`config.mk`:
```
export PLATFORM = sky130hd
export DESIGN_NAME = bus_ctrl
export DESIGN_NICKNAME = d
export VERILOG_FILES = /design/src/rtl/bus_ctrl.sv
export SDC_FILE = /design/constraint.sdc
export NUM_CORES = 1
export LEC_CHECK = 0
export ABC_CLOCK_PERIOD_IN_PS = 2100
export CORE_UTILIZATION = 35
export DETAILED_ROUTE_END_ITERATION = 7
export GPL_ROUTABILITY_DRIVEN = 0
export MAX_ROUTING_LAYER = met4
export PLACE_DENSITY_LB_ADDON = 0.08
export SYNTH_ARGS = -nofsm -noshare
export SYNTH_HDL_FRONTEND = slang
export SYNTH_SLANG_ARGS = --single-unit
```
`constraint.sdc`:
```
create_clock -name clk -period 2.1 [get_ports clk]
set_clock_uncertainty 0.1 [all_clocks]
set_input_delay 0.21 -clock clk [delete_from_list [all_inputs] [get_ports clk]]
set_output_delay 0.21 -clock clk [all_outputs]
set_load 0.02 [all_outputs]
```
`src/rtl/bus_ctrl.sv`:
```
// -----------------------------------------------------------------------------
// bus_ctrl
//
// Single-outstanding memory-bus controller between the core load/store port
// and the memory-mapped devices. One request is registered and shown to the
// external address decoder. The transaction is then steered to the device
// the decoder names, and the controller waits for that device's acknowledge
// (bounded by TIMEOUT cycles). Finally it returns read data or an error to
// the core as a one-cycle response pulse.
//
// Parameters
//   TIMEOUT    maximum ACCESS cycles to wait for an acknowledge (1..255)
//
// Ports
//   clk, rst_n        system clock (rising edge), async active-low reset
//   req_valid/ready   core request handshake
//   req_wr            1 = write, 0 = read
//   req_addr          16-bit byte address
//   req_wdata         16-bit write data
//   dec_rd/wr/addr    request presented to the address decoder
//   dec_hit/did       decoder result (did 7 means "no device")
//   dev_sel           one-hot device select, bit n = device n
//   dev_rd/wr         read/write strobe to the selected device
//   dev_addr          offset inside the device window (addr[11:0])
//   dev_wdata         write data to the device
//   dev_rdata         packed read data, device n on bits [16n+15:16n]
//   dev_ack           per-device completion, bit n = device n
//   rsp_valid         one-cycle response pulse
//   rsp_rdata         read data (0 for writes and errors)
//   rsp_err           decode miss or timeout
// -----------------------------------------------------------------------------
module bus_ctrl #(
    parameter int TIMEOUT = 16
) (
    input  logic          clk,
    input  logic          rst_n,
    input  logic          req_valid,
    output logic          req_ready,
    input  logic          req_wr,
    input  logic [15:0]   req_addr,
    input  logic [15:0]   req_wdata,
    output logic          dec_rd,
    output logic          dec_wr,
    output logic [15:0]   dec_addr,
    input  logic          dec_hit,
    input  logic [2:0]    dec_did,
    output logic [6:0]    dev_sel,
    output logic          dev_rd,
    output logic          dev_wr,
    output logic [11:0]   dev_addr,
    output logic [15:0]   dev_wdata,
    input  logic [111:0]  dev_rdata,
    input  logic [6:0]    dev_ack,
    output logic          rsp_valid,
    output logic [15:0]   rsp_rdata,
    output logic          rsp_err
);

    localparam logic [1:0] IDLE   = 2'd0;
    localparam logic [1:0] DECODE = 2'd1;
    localparam logic [1:0] ACCESS = 2'd2;
    localparam logic [1:0] RESP   = 2'd3;

    localparam logic [7:0] TIMEOUT_CNT = 8'(TIMEOUT);
    localparam logic [2:0] DID_NONE    = 3'd7;

    logic [1:0]  state;
    logic        wr_q;
    logic [15:0] addr_q;
    logic [15:0] wdata_q;
    logic [2:0]  did_q;
    logic [7:0]  cnt_q;
    logic        err_q;
    logic [15:0] rdata_q;

    logic        ack_hit;
    logic [7:0]  cnt_next;
    logic [15:0] rdata_slice;
    logic [7:0]  ack_ext;

    // Only the acknowledge of the device we actually selected counts; the
    // vector is widened so that every did_q value indexes a real bit.
    assign ack_ext  = {1'b0, dev_ack};
    assign ack_hit  = ack_ext[did_q];
    assign cnt_next = cnt_q + 8'd1;

    // Pick the 16-bit read-data lane of the selected device.
    always_comb begin
        rdata_slice = 16'd0;
        for (int i = 0; i < 7; i++) begin
            if (did_q == 3'(i)) begin
                rdata_slice = dev_rdata[i*16 +: 16];
            end
        end
    end

    // Transaction sequencer. A request is accepted only in IDLE; every other
    // state ignores req_valid. The response register pair (rdata_q/err_q)
    // is cleared on acceptance so a decode miss or a write naturally returns
    // zero data. An acknowledge on the last allowed ACCESS cycle wins over
    // the timeout.
    always_ff @(posedge clk or negedge rst_n) begin
        if (!rst_n) begin
            state   <= IDLE;
            wr_q    <= 1'b0;
            addr_q  <= 16'd0;
            wdata_q <= 16'd0;
            did_q   <= 3'd0;
            cnt_q   <= 8'd0;
            err_q   <= 1'b0;
            rdata_q <= 16'd0;
        end else begin
            case (state)
                IDLE: begin
                    if (req_valid) begin
                        wr_q    <= req_wr;
                        addr_q  <= req_addr;
                        wdata_q <= req_wdata;
                        err_q   <= 1'b0;
                        rdata_q <= 16'd0;
                        state   <= DECODE;
                    end
                end
                DECODE: begin
                    if (dec_hit && (dec_did != DID_NONE)) begin
                        did_q <= dec_did;
                        cnt_q <= 8'd0;
                        state <= ACCESS;
                    end else begin
                        err_q <= 1'b1;
                        state <= RESP;
                    end
                end
                ACCESS: begin
                    if (ack_hit) begin
                        rdata_q <= wr_q ? 16'd0 : rdata_slice;
                        err_q   <= 1'b0;
                        state   <= RESP;
                    end else begin
                        cnt_q <= cnt_next;
                        if (cnt_next == TIMEOUT_CNT) begin
                            rdata_q <= 16'd0;
                            err_q   <= 1'b1;
                            state   <= RESP;
                        end
                    end
                end
                default: begin
                    state <= IDLE;
                end
            endcase
        end
    end

    // All outputs decode directly from the state and the request registers,
    // so an asynchronous reset drops every strobe without waiting for a clock.
    always_comb begin
        req_ready = (state == IDLE);
        dec_rd    = (state == DECODE) && !wr_q;
        dec_wr    = (state == DECODE) && wr_q;
        dec_addr  = addr_q;
        dev_sel   = (state == ACCESS) ? (7'd1 << did_q) : 7'd0;
        dev_rd    = (state == ACCESS) && !wr_q;
        dev_wr    = (state == ACCESS) && wr_q;
        dev_addr  = addr_q[11:0];
        dev_wdata = wdata_q;
        rsp_valid = (state == RESP);
        rsp_rdata = (state == RESP) ? rdata_q : 16'd0;
        rsp_err   = (state == RESP) && err_q;
    end

endmodule

```
==> out/results.ini, run 1 <==
[global_route]
grt-ovfl-total = 0
antenna_found_initial = 0
grt_max_degree = 64
first_global_vias = 4606
grt_pass1_wl_um = 23100
track_usage = 0.241

[layout]
instances_no_fill = 819
fin_util = 0.639
area_growth_pct = 77.3
layout_commonest_cell = clkdlybuf4s50_1
multi_input_area_um2 = 2330
mostFrequentLayoutCells = clkdlybuf4s50_1, dfrtp_1, mux2_2
seqCellArea_um2 = 1580
n_antenna_cell = 0
nFillCells = 956
drive_gt1_frac = 0.225
nNetsFinal = 836

[placed_design]
dp.cells = 788
numPortBuffers = 232
hpwl_um = 10800

[power_and_ir_drop]
vdd_drop_max_mv = 0.987
power.leakage_uw = 0.00318
power.density_nw_per_um2 = 1390

[synth]
netlist_area_um2 = 4110
ys_ff_latch = 63
synth_cell_types = 44
ys_seq_area_frac = 0.383
ys_warn_count = 0
postSynthAreaPerCell_um2 = 9.96
synth_cells = 413
postSynthNetCount = 578

[sta]
worstMarginPinSlew_ns = 0.628
finalSetupTns_ns = -0.0488
max_clock_freq_mhz = 471
slew_violations = 0
holdWs_ns = 0.325
rsz0062_at_grt = yes
hold_viol = 0
fin_crit_sh = 1.01
slew_headroom = 0.579
setup_slack_ns = -0.0213
fin_crit_ns = 2.12
finalSetupViolations = 4

[job]
maxCapViolations = 0

[routing]
first_pass_iters = 5
routed_wl_um = 14400
wl_per_cell_um = 17.6
vias_per_cell = 5.33
drtAntennaViolNets = 0
drt_iter0_markers = 240
vias = 4368
drc_errors = 0

[cts]
cts_max_level = 3
cts_buffers = 9
cts-root-buf = clkbuf_16
clock_path_buffers = 2
worstSkewPairLatency_ns = 0.33
cts_sinks = 63
tritoncts = built
clk_pin_slew_worst_paths_ns = 0.05

[die]
dieArea_um2 = 12200
die_h_um = 110
start_util = 0.360
die_w_um = 110
num_io_pins = 233
placement_rows = 39
coreArea_um2 = 11400

[setup_path]
cp_max_fo = 5
crit_required_ns = 2.21
startpoint_type = register
worstSetupPathType = register to register
cp.arrival_ns = 2.23
endpoint_kind = register

[hold_path]
worstHoldPathType = primary input to async pin

[outcome]
failed_checks = negative setup slack
status = finished, violations left

-- final timing paths --
kind                                from       endpoint  slack [ns]  depth (start not counted)
max in group asynchronous          rst_n       state[1]        1.28                          3
max reg2reg                     did_q[1]       cnt_q[3]       -0.02                          6
min in group clk             req_addr[1]    dec_addr[1]        0.40                          2
min                                rst_n   dev_wdata[6]        0.32                          3
max                             did_q[1]       cnt_q[3]       -0.02                          6
min reg2reg                dev_wdata[14]  dev_wdata[14]        0.40                          1
-- worst max-delay path: stages, from the launching register on --
cell,delay (ns)
dfrtp_2,0.45
mux2_4,0.31
a221o_1,0.35
buf_6,0.15
a21o_1,0.18
mux2_4,0.29
a22o_1,0.17
-- stage by stage --
| step | total power (uW) | area [um^2] | worst slack (ns) |
|---|---|---|---|
| after floorplan | 5740 | 4110 | 0.00659 |
| after global placement | 8010 | 6730 | -0.368 |
| after detailed placement | 8150 | 6730 | -0.431 |
| after CTS | 9960 | 7220 | -0.0474 |
| after global routing | 10700 | 7290 | -0.0920 |
| final | 10100 | 7290 | -0.0213 |
-- Yosys cell counts --
library cell  instances  area share
a211oi_1              1      0.0018
a211oi_2              1      0.0030
a21boi_2              1      0.0027
a21o_1                2      0.0036
a21oi_1               6      0.0073
a221o_1              13       0.032
a222oi_1              8       0.019
a22o_1               11       0.023
a22oi_2               1      0.0030
a2bb2oi_1            19       0.040
a41oi_1               1      0.0021
and2_1               22       0.033
and3_1                2      0.0030
and4_1                3      0.0064
buf_1                 5      0.0046
buf_2                10       0.012
buf_4                12       0.022
buf_6                 1      0.0027
clkbuf_1             12       0.011
dfrtp_1              63        0.38
ha_1                  6       0.018
inv_1                29       0.026
mux2_2               51        0.14
mux2_4                2      0.0073
mux2i_1               8       0.019
mux4_2                2       0.011
nand2_1              24       0.022
nand2b_1              1      0.0015
nand3_1              13       0.016
nand3b_1              3      0.0055
nand4_1               1      0.0015
nand4b_1              1      0.0021
nor2_1               26       0.024
nor2b_1              10       0.015
nor3_1                3      0.0036
nor3b_1               2      0.0036
o211ai_1              1      0.0018
o21ai_0              10       0.012
o21ai_1               1      0.0012
o221ai_1              7       0.015
o22ai_1               7       0.011
o22ai_2               2      0.0061
o311ai_0              1      0.0021
o32ai_1               8       0.017
-- registers in the layout (all words and copies together), names as in the netlist --
name / flops
cnt_q: 8
dec_addr: 16
dev_wdata: 16
did_q: 3
err_q: 1
rdata_q: 16
state: 2
wr_q: 1
-- cell families (layout without fill, tap and decap cells) --
family	after synthesis	count (layout)	synth area share
multiplexers	63	63	0.177
buffers and inverters	69	332	0.0788
AND/OR/NAND/NOR	111	111	0.138
adder cells (fa/ha/maj)	6	6	0.0183
AO/OA/AOI/OAI	101	101	0.205
flip-flops	63	63	0.383
-- metal layers --
metal	GRT usage	vias up	wire, um
li1	-	2036	-
met4	0.0818	0	409
met5	-	-	0
met3	0.0521	32	727
met1	0.271	2132	5740
met2	0.423	168	7540
-- cell type report --
class / count / area share
clock inverters: 6 / 0.00515
multi-input cells: 281 / 0.319
flip-flops and latches: 63 / 0.217
repair buffers: 287 / 0.388
well taps: 143 / 0.0245
clock buffers: 10 / 0.0314
inverters: 29 / 0.0149
-- where the power goes --
group	internal (uW)	switching [uW]	total, uW
Clock	792	511	1300
Combinational	3520	3230	6760
Sequential	1740	328	2060
Total	6050	4070	10100
-- repair_timing --
action / 4_1_cts / 5_1_grt
hold buffers: 1 / 0
pin swaps: 13 / 5
resized for setup: 62 / 22
setup buffers: 11 / 1
endpoints found under the hold margin: 63 / 0
cloned: 1 / 1
setup endpoints to repair: 56 / 31
Note: power is estimated with default switching activity, not from simulation.
==> run 2, diff against run 1 <==
Settings changed: SKIP_LAST_GASP set to 1.
==> run 2 against run 1 <==
The flow still finishes with violations (negative setup slack). Final cell count is 0.24% lower. Sequential share of layout area hardly changed. Sequential power hardly changed. Clock power hardly changed. Cell area hardly changed. Combinational power is 2% lower. First-iteration DRC count is 4.2% higher. Largest cell class unchanged.
==> out/results.ini, run 2 (same netlist as run 1, synthesis figures left out) <==
[setup_path]
crit_buf_inv = 1
cp_max_fo = 5
slowest_delay_ns = 0.44
startpoint_type = register
path_cells = mux2_4 > a221o_1 > buf_6 > a21o_1 > mux2_4 > a22o_1
endpoint_kind = register
critical_path.top_delay_family = compound AO/OA/AOI/OAI gates
crit_slowest_cell = dfrtp_2
crit_required_ns = 2.21
worstSetupPathType = register to register
crit_top_cell = mux2_4
cp.arrival_ns = 2.26

[die]
coreArea_um2 = 11400
die_h_um = 110
placement_rows = 39
num_io_pins = 233
dieArea_um2 = 12200
start_util = 0.360
die_w_um = 110

[layout]
instances_no_fill = 817
fin_util = 0.639
nFillCells = 950
final_design_area_no_fill_um2 = 7300
nNetsFinal = 834
area_growth_pct = 77.4
mostFrequentLayoutCells = clkdlybuf4s50_1, dfrtp_1, mux2_2
n_antenna_cell = 0
drive_gt1_frac = 0.221
layout_commonest_cell = clkdlybuf4s50_1

[power_and_ir_drop]
vdd_drop_max_mv = 0.989
power.leakage_uw = 0.00338
power.density_nw_per_um2 = 1370

[global_route]
grt-ovfl-total = 0
grt_max_degree = 64
track_usage = 0.241
first_global_vias = 4602
antenna_found_initial = 0
grt_pass1_wl_um = 23100

[routing]
drc_errors = 0
first_pass_iters = 5
vias = 4325
vias_per_cell = 5.29
routed_wl_um = 14400
wl_per_cell_um = 17.6
drt_iter0_markers = 250
drtAntennaViolNets = 0

[outcome]
failed_checks = negative setup slack
status = finished, violations left

[sta]
max_clock_freq_mhz = 467
worstMarginPinSlew_ns = 0.624
finalSetupTns_ns = -0.115
slew_headroom = 0.581
fin_crit_sh = 1.02
hold_viol = 0
fin_crit_ns = 2.14
slew_violations = 0
setup_slack_ns = -0.0434
finalSetupViolations = 5
rsz0062_at_grt = yes

[cts]
cts_max_level = 3
worstSkewPairLatency_ns = 0.33
cts-root-buf = clkbuf_16
tritoncts = built
cts_buffers = 9
clk_pin_slew_worst_paths_ns = 0.05
clock_path_buffers = 2
cts_sinks = 63

[placed_design]
dpl_cell_area_um2 = 6730
pre_cts_slack_ns = -0.431
dp.cells = 788
hpwl_um = 10800
numPortBuffers = 232

[hold_path]
worstHoldPathType = primary input to async pin

[job]
maxCapViolations = 0

-- run 2: final timing paths --
| check | cells after the start | to | slack (ns) | start |
|---|---|---|---|---|
| setup / recovery | 6 | cnt_q[3] | -0.04 | did_q[1] |
| hold / removal | 3 | dev_wdata[6] | 0.33 | rst_n |
| setup reg to reg | 6 | cnt_q[3] | -0.04 | did_q[1] |
| hold reg to reg | 1 | dev_wdata[15] | 0.40 | dev_wdata[15] |
| max in group asynchronous | 3 | state[1] | 1.28 | rst_n |
| min in group clk | 2 | dec_addr[1] | 0.40 | req_addr[1] |
-- run 2: power breakdown --
group | internal (uW) | switching [uW] | total (uW)
clock | 792 | 517 | 1310
sequential | 1740 | 325 | 2060
combinational | 3450 | 3200 | 6650
total | 5980 | 4040 | 10000
-- run 2: worst min-delay path, cell delays in order --
cell           delay, ns
dlygate4sd3_1       0.52
buf_2               0.12
buf_12              0.30
-- run 2: metal layers --
metal  vias to the layer above  track usage  part of all wire
li1                       2037            -                 -
met1                      2102        0.272              0.40
met2                       162        0.422              0.53
met3                        24       0.0521             0.049
met4                         0       0.0818             0.022
met5                         -            -                 0
-- run 2: layout make-up --
class | count | area (um^2) | share of cell area
Sequential cell | 63 | 1580 | 0.216
Clock buffer | 10 | 229 | 0.0314
Inverter | 29 | 109 | 0.0149
Multi-Input combinational cell | 281 | 2310 | 0.316
Tap cell | 143 | 179 | 0.0245
Clock inverter | 6 | 37.5 | 0.00514
Timing Repair Buffer | 285 | 2850 | 0.391
-- run 2: stage by stage --
step           hold WS, ns  power (uW)
2_1_floorplan       -0.186        5740
3_3_place_gp         0.149        8010
3_5_place_dp         0.145        8150
4_1_cts              0.338        9960
5_1_grt              0.351       10600
6_report             0.331       10000
-- run 2: repair_timing --
action                                 CTS  global route
hold buffers                             1             0
setup endpoints to repair               56            51
gates resized for setup                 41            37
pin swaps                               13             5
gates cloned                             1             0
endpoints found under the hold margin   63             0
setup buffers                           11             1
